$ cat src/rtl/pwm_multi.sv
// Multi-channel PWM with a shared prescaled time base, edge/center-aligned counting
// and double-buffered settings that are applied only at period boundaries.
module pwm_multi #(
  parameter int WIDTH          = 8,
  parameter int CHANNELS       = 4,
  parameter int PRESCALE_WIDTH = 8
) (
  input  logic                      clk,
  input  logic                      reset_n,
  input  logic                      enable,
  input  logic [PRESCALE_WIDTH-1:0] prescale,
  input  logic [WIDTH-1:0]          period,
  input  logic                      center_mode,
  input  logic [CHANNELS*WIDTH-1:0] duty,
  input  logic [CHANNELS-1:0]       polarity,
  input  logic                      load,
  output logic [CHANNELS-1:0]       pwm_out,
  output logic                      period_start,
  output logic                      update_pending
);

  logic [PRESCALE_WIDTH-1:0] presc_r, presc_next_s;
  logic [WIDTH-1:0]          cnt_r, cnt_next_s;
  logic                      dir_down_r, dir_next_s;
  logic                      tick_s, boundary_s, apply_s;
  logic [WIDTH-1:0]          stg_period_r, act_period_r;
  logic                      stg_center_r, act_center_r;
  logic [CHANNELS*WIDTH-1:0] stg_duty_r, act_duty_r;
  logic [CHANNELS-1:0]       stg_pol_r, act_pol_r;
  logic                      pending_r;
  logic [CHANNELS-1:0]       raw_s, pwm_out_r;
  logic                      period_start_r;

  // An all-ones duty is forced high so it also covers the cnt == all-ones step.
  function automatic logic raw_level(input logic [WIDTH-1:0] d, input logic [WIDTH-1:0] c);
    return (d > c) || (&d);
  endfunction

  // Prescaler, counter and direction next-state, plus tick/boundary detection
  always_comb begin
    tick_s       = 1'b0;
    boundary_s   = 1'b0;
    presc_next_s = presc_r;
    cnt_next_s   = cnt_r;
    dir_next_s   = dir_down_r;
    if (!enable) begin
      presc_next_s = '0;
      cnt_next_s   = '0;
      dir_next_s   = 1'b0;
    end else if (presc_r >= prescale) begin
      tick_s       = 1'b1;
      presc_next_s = '0;
      if (act_center_r) begin
        if (act_period_r == '0) begin
          boundary_s = 1'b1;
          cnt_next_s = '0;
          dir_next_s = 1'b0;
        end else if (dir_down_r) begin
          if (cnt_r == '0) begin
            boundary_s = 1'b1;
            dir_next_s = 1'b0;
          end else begin
            cnt_next_s = cnt_r - WIDTH'(1);
          end
        end else if (cnt_r >= act_period_r - WIDTH'(1)) begin
          // top endpoint: hold the count for a second tick and turn around
          dir_next_s = 1'b1;
        end else begin
          cnt_next_s = cnt_r + WIDTH'(1);
        end
      end else if (cnt_r == act_period_r) begin
        boundary_s = 1'b1;
        cnt_next_s = '0;
        dir_next_s = 1'b0;
      end else begin
        cnt_next_s = cnt_r + WIDTH'(1);
      end
    end else begin
      presc_next_s = presc_r + PRESCALE_WIDTH'(1);
    end
    apply_s = pending_r && (boundary_s || !enable);
  end

  // Per-channel compare against the active duty set
  always_comb begin
    raw_s = '0;
    for (int i = 0; i < CHANNELS; i++) begin
      raw_s[i] = raw_level(act_duty_r[i*WIDTH +: WIDTH], cnt_r);
    end
  end

  // Time base state
  always_ff @(posedge clk or negedge reset_n) begin
    if (!reset_n) begin
      presc_r    <= '0;
      cnt_r      <= '0;
      dir_down_r <= 1'b0;
    end else begin
      presc_r    <= presc_next_s;
      cnt_r      <= cnt_next_s;
      dir_down_r <= dir_next_s;
    end
  end

  // Staging/active register sets; a same-cycle apply uses the staging contents before the load
  always_ff @(posedge clk or negedge reset_n) begin
    if (!reset_n) begin
      stg_period_r <= '1;
      stg_center_r <= 1'b0;
      stg_duty_r   <= '0;
      stg_pol_r    <= '0;
      act_period_r <= '1;
      act_center_r <= 1'b0;
      act_duty_r   <= '0;
      act_pol_r    <= '0;
      pending_r    <= 1'b0;
    end else begin
      if (apply_s) begin
        act_period_r <= stg_period_r;
        act_center_r <= stg_center_r;
        act_duty_r   <= stg_duty_r;
        act_pol_r    <= stg_pol_r;
      end
      if (load) begin
        stg_period_r <= period;
        stg_center_r <= center_mode;
        stg_duty_r   <= duty;
        stg_pol_r    <= polarity;
        pending_r    <= 1'b1;
      end else if (apply_s) begin
        pending_r    <= 1'b0;
      end
    end
  end

  // Registered outputs
  always_ff @(posedge clk or negedge reset_n) begin
    if (!reset_n) begin
      pwm_out_r      <= '0;
      period_start_r <= 1'b0;
    end else begin
      pwm_out_r      <= enable ? (raw_s ^ act_pol_r) : act_pol_r;
      period_start_r <= tick_s && (cnt_r == '0) && !dir_down_r;
    end
  end

  assign pwm_out        = pwm_out_r;
  assign period_start   = period_start_r;
  assign update_pending = pending_r;

endmodule

$ cat config.mk
export PLATFORM = sky130hd
export DESIGN_NAME = pwm_multi
export DESIGN_NICKNAME = d
export VERILOG_FILES = /design/src/rtl/pwm_multi.sv
export SDC_FILE = /design/constraint.sdc
export NUM_CORES = 1
export LEC_CHECK = 0
export ABC_AREA = 1
export BUFFER_PORTS_ARGS = -buffer_cell sky130_fd_sc_hd__buf_2
export CORE_ASPECT_RATIO = 1.4
export CORE_MARGIN = 4
export CORE_UTILIZATION = 25
export DETAILED_ROUTE_END_ITERATION = 12
export GPL_TIMING_DRIVEN = 0
export PLACE_DENSITY = 0.38
export SLEW_MARGIN = 10
export SYNTH_ARGS = -nofsm -noshare
export SYNTH_HDL_FRONTEND = slang
export SYNTH_SLANG_ARGS = --single-unit
$ cat constraint.sdc
create_clock -name clk -period 7.35 [get_ports clk]
set_clock_uncertainty 0.2 [all_clocks]
set_input_delay 0.3675 -clock clk [delete_from_list [all_inputs] [get_ports clk]]
set_output_delay 0.3675 -clock clk [all_outputs]
set_load 0.01 [all_outputs]
==> run metrics, run 1 <==
kind of end point of the critical path=register; combinational fraction of design power=23.4%; Total Wirelength=18.8 mm; first-pass GRT wire length=31.2 mm; post-CTS setup-driven buffer insertion count=0; count of TritonRoute iterations in the first routing pass=4; switching share of power=31.1%; number of enable-type register cells in the synthesized netlist=0; Post-Synth Adder-Cell Area=9.97%; Overall Global Routing Usage=13.4%; clk root buf=sky130_fd_sc_hd__clkbuf_16; Data arrival, critical path=3030 ps; dominant combinational cell family by area after synthesis=simple AND/OR/NAND/NOR gates; total nets after synthesis=945; aggregate global routing overflow=0; worst-skew pair later-pin latency=420 ps; clock power share=38.9%; Setup TNS Final=0 ps; cell family with the largest share of critical-path delay=simple AND/OR/NAND/NOR gates; total non-filler cell area in the finished layout=8590 µm²; R2R Path Start=act_period_r[0]; initial cell density of the core=25.3%; floorplan die area=29900 µm²; Worst Hold Class=in2reg; synthesized instance count=834; internal power contribution=0.00142 W; maximum level of the CTS H-tree=4; path type of the worst setup path=reg2reg; number of clock sinks=113; clock transition time at the flip-flop clock pins of the worst setup and hold paths=50 ps; switching power total=0.000640 W; synthesized cell area=6780 µm²; detailed-route vias per instance=4.20; simple-gate portion of the synthesized area=35.6%; number of antenna-violating nets in the routed design=0; total number of vias=5628; height of the die=203 µm; final-layout fill cell count=2924; Final setup viols=0; Critical-path top delay cell=sky130_fd_sc_hd__dfstp_2; number of resized instances in the post-cts repair step=0; fraction of final layout cells sized beyond drive strength 1=19.1%; DRC Markers=0; leakage power summed over all cells=4.33 nW; predominant post-synthesis flop cell=sky130_fd_sc_hd__dfrtp_1; starting DRC count in detailed routing=284; register area share after synthesis=42.0%; list of cells traversed by the critical path=inv_1, ha_1, nand3_1, xor2_1, inv_1, ha_1, nand2_1, nor2_1, nand4_1, nand3_1, nand2_1, nand3_2, buf_4, nand2_1, o21ai_1; Rows=71; maximum number of pins on one net before global-route repair=60; sequential share of power=37.7%; PwrDens=239 nW/µm²; Max Cap Viol=0; count of unique library cells instantiated by Yosys=33; Fmax=0.340 GHz; CTS tree=done; Port Buffers=61; number of top-level pins=63; startpoint type of the worst setup path=register; max-slew violation count=0; TritonCTS buffer count=17; Yosys warning count=0; Post-CTS Hold Fix Bufs=46; startpoint of the tightest hold check path=load; area share of xor/xnor cells in the synthesized design=2.07%; longest individual stage delay on the worst path=520 ps; Mapped Avg Cell Area=8.13 µm²; dpl hpwl=13.5 mm; post-layout net count=1072; Tightest Pin Transition=678 ps; RSZ-0062 raised after global routing=false; shortest clock period the worst path allows after layout=2940 ps; result of the run=finished, final reports clean; biggest fanout along the worst timing path=10; highest ir drop seen on vdd=0.155 mV; instance area after placement=7570 µm²; post-synthesis compound-gate area fraction=3.23%; via count of the first global-routing pass=5878; signed area change from the synthesized netlist to the final layout=26.8%; average routed wire per standard cell=14.1 µm; weighted congestion at the end of routability-driven global placement=0.812; proportion of synthesized area in mux cells=0%; required time worst endpoint=7440 ps; crit-path most repeated cell=sky130_fd_sc_hd__nand2_1; Die W=147 µm; launching instance or port of the critical path=act_period_r[0]; area of the core=26800 µm²; number of flip-flops and latches in the synthesized netlist=113; part of the cycle the worst path needs=40.0%; number of antenna violations at the first check in global routing=0; Buffers & Inverters on Critical Path=3; worst max-slew margin expressed relative to the limit=54.8%; share of flip-flops with an asynchronous set or reset=100%; Fin. Hold Viols=0; number of inserted diodes=0; buffer depth of the longest clock path=2
-- routing by layer --
metal | part of all wire (%) | GRT usage [%] | wire (µm)
met2 | 51 | 23.5 | 9600
met4 | 2.5 | 5.66 | 464
met3 | 2.9 | 2.43 | 555
met1 | 44 | 16.1 | 8220
met5 | 0 | 0 | 0
-- state kept, by name, summed over array words and instances, names as in the netlist, 4 cells and up --
signal / flops
stg_period_r: 8
act_pol_r: 4
pwm_out: 4
stg_duty_r: 32
stg_pol_r: 4
cnt_r: 8
act_duty_r: 32
presc_r: 8
act_period_r: 8
-- metrics by stage --
stage          utilization [%]  total power [W]  std cells  hold slack [ps]  setup WS, ps
6_report                  32.0          0.00206       1339              198          4410
5_1_grt                   32.0          0.00221       1339              240          4190
3_5_place_dp              28.2          0.00126       1261              188          4390
2_1_floorplan                -          0.00110        834             -128          4930
3_3_place_gp              28.1          0.00125       1260              254          4090
4_1_cts                   32.0          0.00210       1339              214          4390
-- logic make-up after synthesis --
logic type | after synthesis
flip-flops | 113
adder cells (fa/ha/maj) | 54
buffers and inverters | 85
AO/OA/AOI/OAI | 42
XOR/XNOR | 16
AND/OR/NAND/NOR | 524
-- area by class of cell --
class	count	area, µm²	area share [%]
sequential	113	2850	33.1
multi-input combinational	636	3450	40.2
clock buffer	26	479	5.58
buffer	31	278	3.23
tap	365	457	5.31
inverter	54	203	2.36
clock inverter	6	80.1	0.932
timing repair buffer	108	800	9.30
-- power groups by stage --
stage	clock network [W]	registers, W	logic, W
after floorplan	0	0.000766	0.000336
after global placement	0	0.000786	0.000467
after detailed placement	0	0.000786	0.000472
after CTS	0.000827	0.000777	0.000493
after global routing	0.000854	0.000787	0.000566
final	0.000800	0.000775	0.000483
-- worst register-to-register path: cells and delay by family, from the launching register on --
family / cells / cell delay (ps)
and+or+nand+nor: 8 / 920
adders and majority gates: 2 / 530
DFF: 1 / 520
buffers and inverters: 3 / 430
xor gates and xnor gates: 1 / 140
AOI/OAI and AO/OA: 1 / 60
-- final timing paths --
| check | cells after the start | to | slack [ps] |
|---|---|---|---|
| max in group asynchronous | 3 | stg_duty_r[24] | 5950 |
| max | 15 | cnt_r[5] | 4410 |
| min | 3 | stg_duty_r[2] | 200 |
| max reg2reg | 15 | cnt_r[5] | 4410 |
| min reg2reg | 2 | act_period_r[0] | 260 |
| min in group asynchronous | 2 | presc_r[7] | 300 |
-- cell usage after synthesis (8+ instances only) --
| master | number | area share (%) |
|---|---|---|
| sky130_fd_sc_hd__nand2_1 | 357 | 20 |
| sky130_fd_sc_hd__nor2_1 | 39 | 2.2 |
| sky130_fd_sc_hd__nand4_1 | 20 | 1.8 |
| sky130_fd_sc_hd__inv_1 | 47 | 2.6 |
| sky130_fd_sc_hd__clkbuf_1 | 9 | 0.50 |
| sky130_fd_sc_hd__o21ai_0 | 15 | 1.1 |
| sky130_fd_sc_hd__ha_1 | 54 | 10 |
| sky130_fd_sc_hd__nand3_1 | 41 | 3.0 |
| sky130_fd_sc_hd__xnor2_1 | 9 | 1.2 |
| sky130_fd_sc_hd__dfstp_2 | 16 | 6.2 |
| sky130_fd_sc_hd__buf_6 | 8 | 1.3 |
| sky130_fd_sc_hd__a21oi_1 | 17 | 1.3 |
| sky130_fd_sc_hd__dfrtp_1 | 97 | 36 |
| sky130_fd_sc_hd__nand3_2 | 40 | 5.9 |
-- cells in the final DEF, fill, tap and decap left out, drive strengths merged, types with 2 or more instances in the layout --
cell type / synthesis / final
ha: 54 / 54
o21ai: 22 / 22
buf: 21 / 83
xnor2: 9 / 9
nand4: 20 / 20
nand2: 362 / 362
nand3: 82 / 82
dfrtp: 97 / 97
xor2: 7 / 7
clkinv: 0 / 4
bufinv: 0 / 2
a21oi: 18 / 18
nand3b: 6 / 6
inv: 54 / 54
or2: 3 / 3
clkbuf: 10 / 36
dfstp: 16 / 16
nor3: 4 / 4
dlygate4sd3: 0 / 46
nor2: 46 / 46
No activity file was read; power rests on OpenSTA's default activity.
==> run 2, diff against run 1 <==
Settings changed: ABC_AREA 1 to 0.
Clock period 7.35 ns to 2.9 ns, I/O delays scaled along.
==> run 2 against run 1 <==
- non-clock buffer count up 15
- global-route usage down 0.49 points
- core utilization is 3.0 points higher
- the flow now finishes with violations (setup timing)
- synthesized area down 7.1%
- critical endpoint unchanged
- worst setup slack lost 4600 ps
- first-iteration DRC count fell by 46%
==> run metrics, run 2 <==
share of the synthesized area in the top cell type=38.5% (was 35.8%); starting DRC count in detailed routing=152 (was 284); Die W=142 µm (was 147 µm); path type of the worst setup path=reg2reg (unchanged); floorplan die area=27800 µm² (was 29900 µm²); number of flip-flops and latches in the synthesized netlist=113 (unchanged); part of the cycle the worst path needs=106% (was 40.0%); count of TritonRoute iterations in the first routing pass=4 (unchanged); number of top-level pins=63 (unchanged); number of inserted diodes=0 (unchanged); Total Wirelength=17.1 mm (was 18.8 mm); CTS tree=done (unchanged); share of flip-flops with an asynchronous set or reset=100% (unchanged); number of antenna-violating nets in the routed design=0 (unchanged); Fin. Hold Viols=0 (unchanged); required time worst endpoint=2990 ps (was 7440 ps); number of antenna violations at the first check in global routing=0 (unchanged); Port Buffers=60 (was 61); max-slew violation count=0 (unchanged); total number of vias=4678 (was 5628); largest registers=act_duty_r (32), stg_duty_r (32) (unchanged); total nets after synthesis=641 (was 945); register area share after synthesis=45.2% (was 42.0%); Tightest Pin Transition=828 ps (was 678 ps); instance area after placement=7070 µm² (was 7570 µm²); Yosys warning count=0 (unchanged); cell type with the largest total area after synthesis=sky130_fd_sc_hd__dfrtp_1 (unchanged); clock transition time at the flip-flop clock pins of the worst setup and hold paths=60 ps (was 50 ps); Fmax=0.326 GHz (was 0.340 GHz); leakage power summed over all cells=3.90 nW (was 4.33 nW); number of instances in the placed design=906 (was 1261); signed area change from the synthesized netlist to the final layout=37.6% (was 26.8%); total non-filler cell area in the finished layout=8670 µm² (was 8590 µm²); commonest cells after routing, fill and taps aside=sky130_fd_sc_hd__dfrtp_1 (95), sky130_fd_sc_hd__buf_2 (59), sky130_fd_sc_hd__ha_1 (52) (was sky130_fd_sc_hd__nand2_1 (357), sky130_fd_sc_hd__dfrtp_1 (97), sky130_fd_sc_hd__buf_2 (61)); Core Util, Final=35.0% (was 32.0%); fraction of final layout cells sized beyond drive strength 1=38.8% (was 19.1%); Final Non-Filler Cells=1011 (was 1339); buffer depth of the longest clock path=2 (unchanged); DRC Markers=0 (unchanged); RSZ-0062 raised after global routing=true (was false); Mapped Avg Cell Area=11.9 µm² (was 8.13 µm²); Final setup viols=53 (was 0); maximum number of pins on one net before global-route repair=63 (was 60); dpl hpwl=12.0 mm (was 13.5 mm); via count of the first global-routing pass=5207 (was 5878); maximum level of the CTS H-tree=4 (unchanged); predominant post-synthesis flop cell=sky130_fd_sc_hd__dfrtp_1 (unchanged); average routed wire per standard cell=16.9 µm (was 14.1 µm); result of the run=complete, but fails checks (was finished, final reports clean); area of the core=24800 µm² (was 26800 µm²); most frequent cells after synthesis=sky130_fd_sc_hd__dfrtp_1 (97), sky130_fd_sc_hd__ha_1 (54), sky130_fd_sc_hd__mux2_2 (45) (was sky130_fd_sc_hd__nand2_1 (357), sky130_fd_sc_hd__dfrtp_1 (97), sky130_fd_sc_hd__ha_1 (54)); startpoint type of the worst setup path=register (unchanged); Max Cap Viol=0 (unchanged); aggregate global routing overflow=0 (unchanged); clk root buf=sky130_fd_sc_hd__clkbuf_16 (unchanged); Worst Hold Class=in2async (was in2reg); shortest clock period the worst path allows after layout=3060 ps (was 2940 ps); most repeated cell in the gate-level netlist after synthesis=sky130_fd_sc_hd__dfrtp_1 (was sky130_fd_sc_hd__nand2_1); count of unique library cells instantiated by Yosys=55 (was 33); final worst slack=-164 ps (was 4410 ps); worst-skew pair later-pin latency=420 ps (about the same); biggest fanout along the worst timing path=2 (was 10); initial cell density of the core=25.4% (was 25.3%); leading cell type in the layout, fill and taps excluded=sky130_fd_sc_hd__dfrtp_1 (was sky130_fd_sc_hd__nand2_1); synthesized instance count=530 (was 834); worst max-slew margin expressed relative to the limit=44.1% (was 54.8%); Overall Global Routing Usage=12.9% (was 13.4%); largest cells by area after synthesis=sky130_fd_sc_hd__dfrtp_1 (39%), sky130_fd_sc_hd__ha_1 (11%), sky130_fd_sc_hd__mux2_4 (9.5%), sky130_fd_sc_hd__mux2_2 (8.0%), sky130_fd_sc_hd__dfstp_2 (6.7%) (was sky130_fd_sc_hd__dfrtp_1 (36%), sky130_fd_sc_hd__nand2_1 (20%), sky130_fd_sc_hd__ha_1 (10%), sky130_fd_sc_hd__dfstp_2 (6.2%), sky130_fd_sc_hd__nand3_2 (5.9%)); Rows=68 (was 71); synthesized cell area=6300 µm² (was 6780 µm²); highest ir drop seen on vdd=0.406 mV (was 0.155 mV); weighted congestion at the end of routability-driven global placement=0.791 (was 0.812); violations in the final reports=setup timing; PwrDens=636 nW/µm² (was 239 nW/µm²); number of enable-type register cells in the synthesized netlist=0 (unchanged); first-pass GRT wire length=27.9 mm (was 31.2 mm); number of clock sinks=113 (unchanged); detailed-route vias per instance=4.63 (was 4.20); height of the die=196 µm (was 203 µm); Data arrival, critical path=3160 ps (was 3030 ps); TritonCTS buffer count=17 (unchanged); post-layout net count=794 (was 1072); kind of end point of the critical path=register (unchanged)
## run 2: cell count changes in the layout (fill, tap and decap cells not counted), sizes merged, moves of 8 or more
cell / previous run / this run
nor2: 46 / 25
nand3: 82 / 12
xor2: 7 / 15
mux2: 0 / 91
nand2: 362 / 17
buf: 83 / 92
inv: 54 / 32
nor2b: 0 / 8
## run 2: power by group
part | total, W | internal, W | switching (W)
registers | 0.00203 | 0.00183 | 0.000197
logic | 0.00131 | 0.000721 | 0.000593
clock network | 0.00217 | 0.00139 | 0.000776
total | 0.00551 | 0.00395 | 0.00157
## run 2: worst max-delay path: stages, from the launching register on
cell and delay, ps:
sky130_fd_sc_hd__dfstp_2 370, sky130_fd_sc_hd__inv_2 70, sky130_fd_sc_hd__ha_4 130, sky130_fd_sc_hd__inv_2 30, sky130_fd_sc_hd__or3_1 310, sky130_fd_sc_hd__xor2_1 160, sky130_fd_sc_hd__ha_2 190, sky130_fd_sc_hd__or4_4 490
sky130_fd_sc_hd__a21oi_4 170, sky130_fd_sc_hd__o311ai_4 120, sky130_fd_sc_hd__nand4_1 150, sky130_fd_sc_hd__buf_4 140, sky130_fd_sc_hd__buf_6 80, sky130_fd_sc_hd__o211ai_1 120, sky130_fd_sc_hd__o2bb2ai_4 190
## run 2: repair_timing
action                                  CTS  global route
hold buffers                             46             0
hold endpoints to repair                121             0
buffers inserted                         21             5
resized for setup                        48            10
endpoints found under the setup margin   54            56
gates cloned                              2             2
pin swaps                                15             5
## run 2: layout make-up
class                           instances  area, µm²
Timing Repair Buffer                  136       1120
Fill cell                            2463      16100
Inverter                               33        128
Sequential cell                       113       2850
Clock inverter                         13        160
Multi-Input combinational cell        364       3420
Buffer                                 18        136
Tap cell                              315        394
Clock buffer                           19        453
## run 2: kinds of logic (layout without fill, tap and decap cells)
group	count (synthesis)	after routing	synth area share, %
muxes	91	91	18.6
and+or+nand+nor	120	120	10.2
buffers and inverters	53	219	3.65
DFF	113	113	45.2
adders and majority gates	54	54	10.7
xor gates and xnor gates	24	24	3.34
AOI/OAI and AO/OA	75	75	8.26
## run 2: stage by stage
| step | hold slack [ps] | setup slack (ps) | power, W | TNS [ps] |
|---|---|---|---|---|
| floorplan | -351 | -13.0 | 0.00278 | -13.0 |
| global placement | 178 | -476 | 0.00309 | -22210 |
| detailed placement | -12.3 | -487 | 0.00314 | -21300 |
| CTS | 89.4 | -150 | 0.00559 | -4480 |
| global route | 144 | -270 | 0.00583 | -7000 |
| finish | 87.3 | -164 | 0.00551 | -3910 |
## run 2: final timing paths
kind                                 startpoint              to  slack (ps)  cells past startpoint
worst max-delay path            act_period_r[1]        cnt_r[5]        -160                     14
worst min-delay path                    reset_n   act_duty_r[5]          90                      2
worst max register to register  act_period_r[1]        cnt_r[5]        -160                     14
worst min register to register     act_pol_r[0]      pwm_out[0]         270                      1
max in group asynchronous               reset_n  act_duty_r[17]        1720                      3
min in group clk                         enable      dir_down_r         110                      3
## run 2: metal layers
layer / track usage [%] / wire (µm) / vias up
met2: 22.7 / 8980 / 89
met5: 0 / 0 / -
met3: 2.83 / 476 / 23
met4: 5.90 / 454 / 0
li1: - / - / 2236
met1: 14.8 / 7160 / 2330
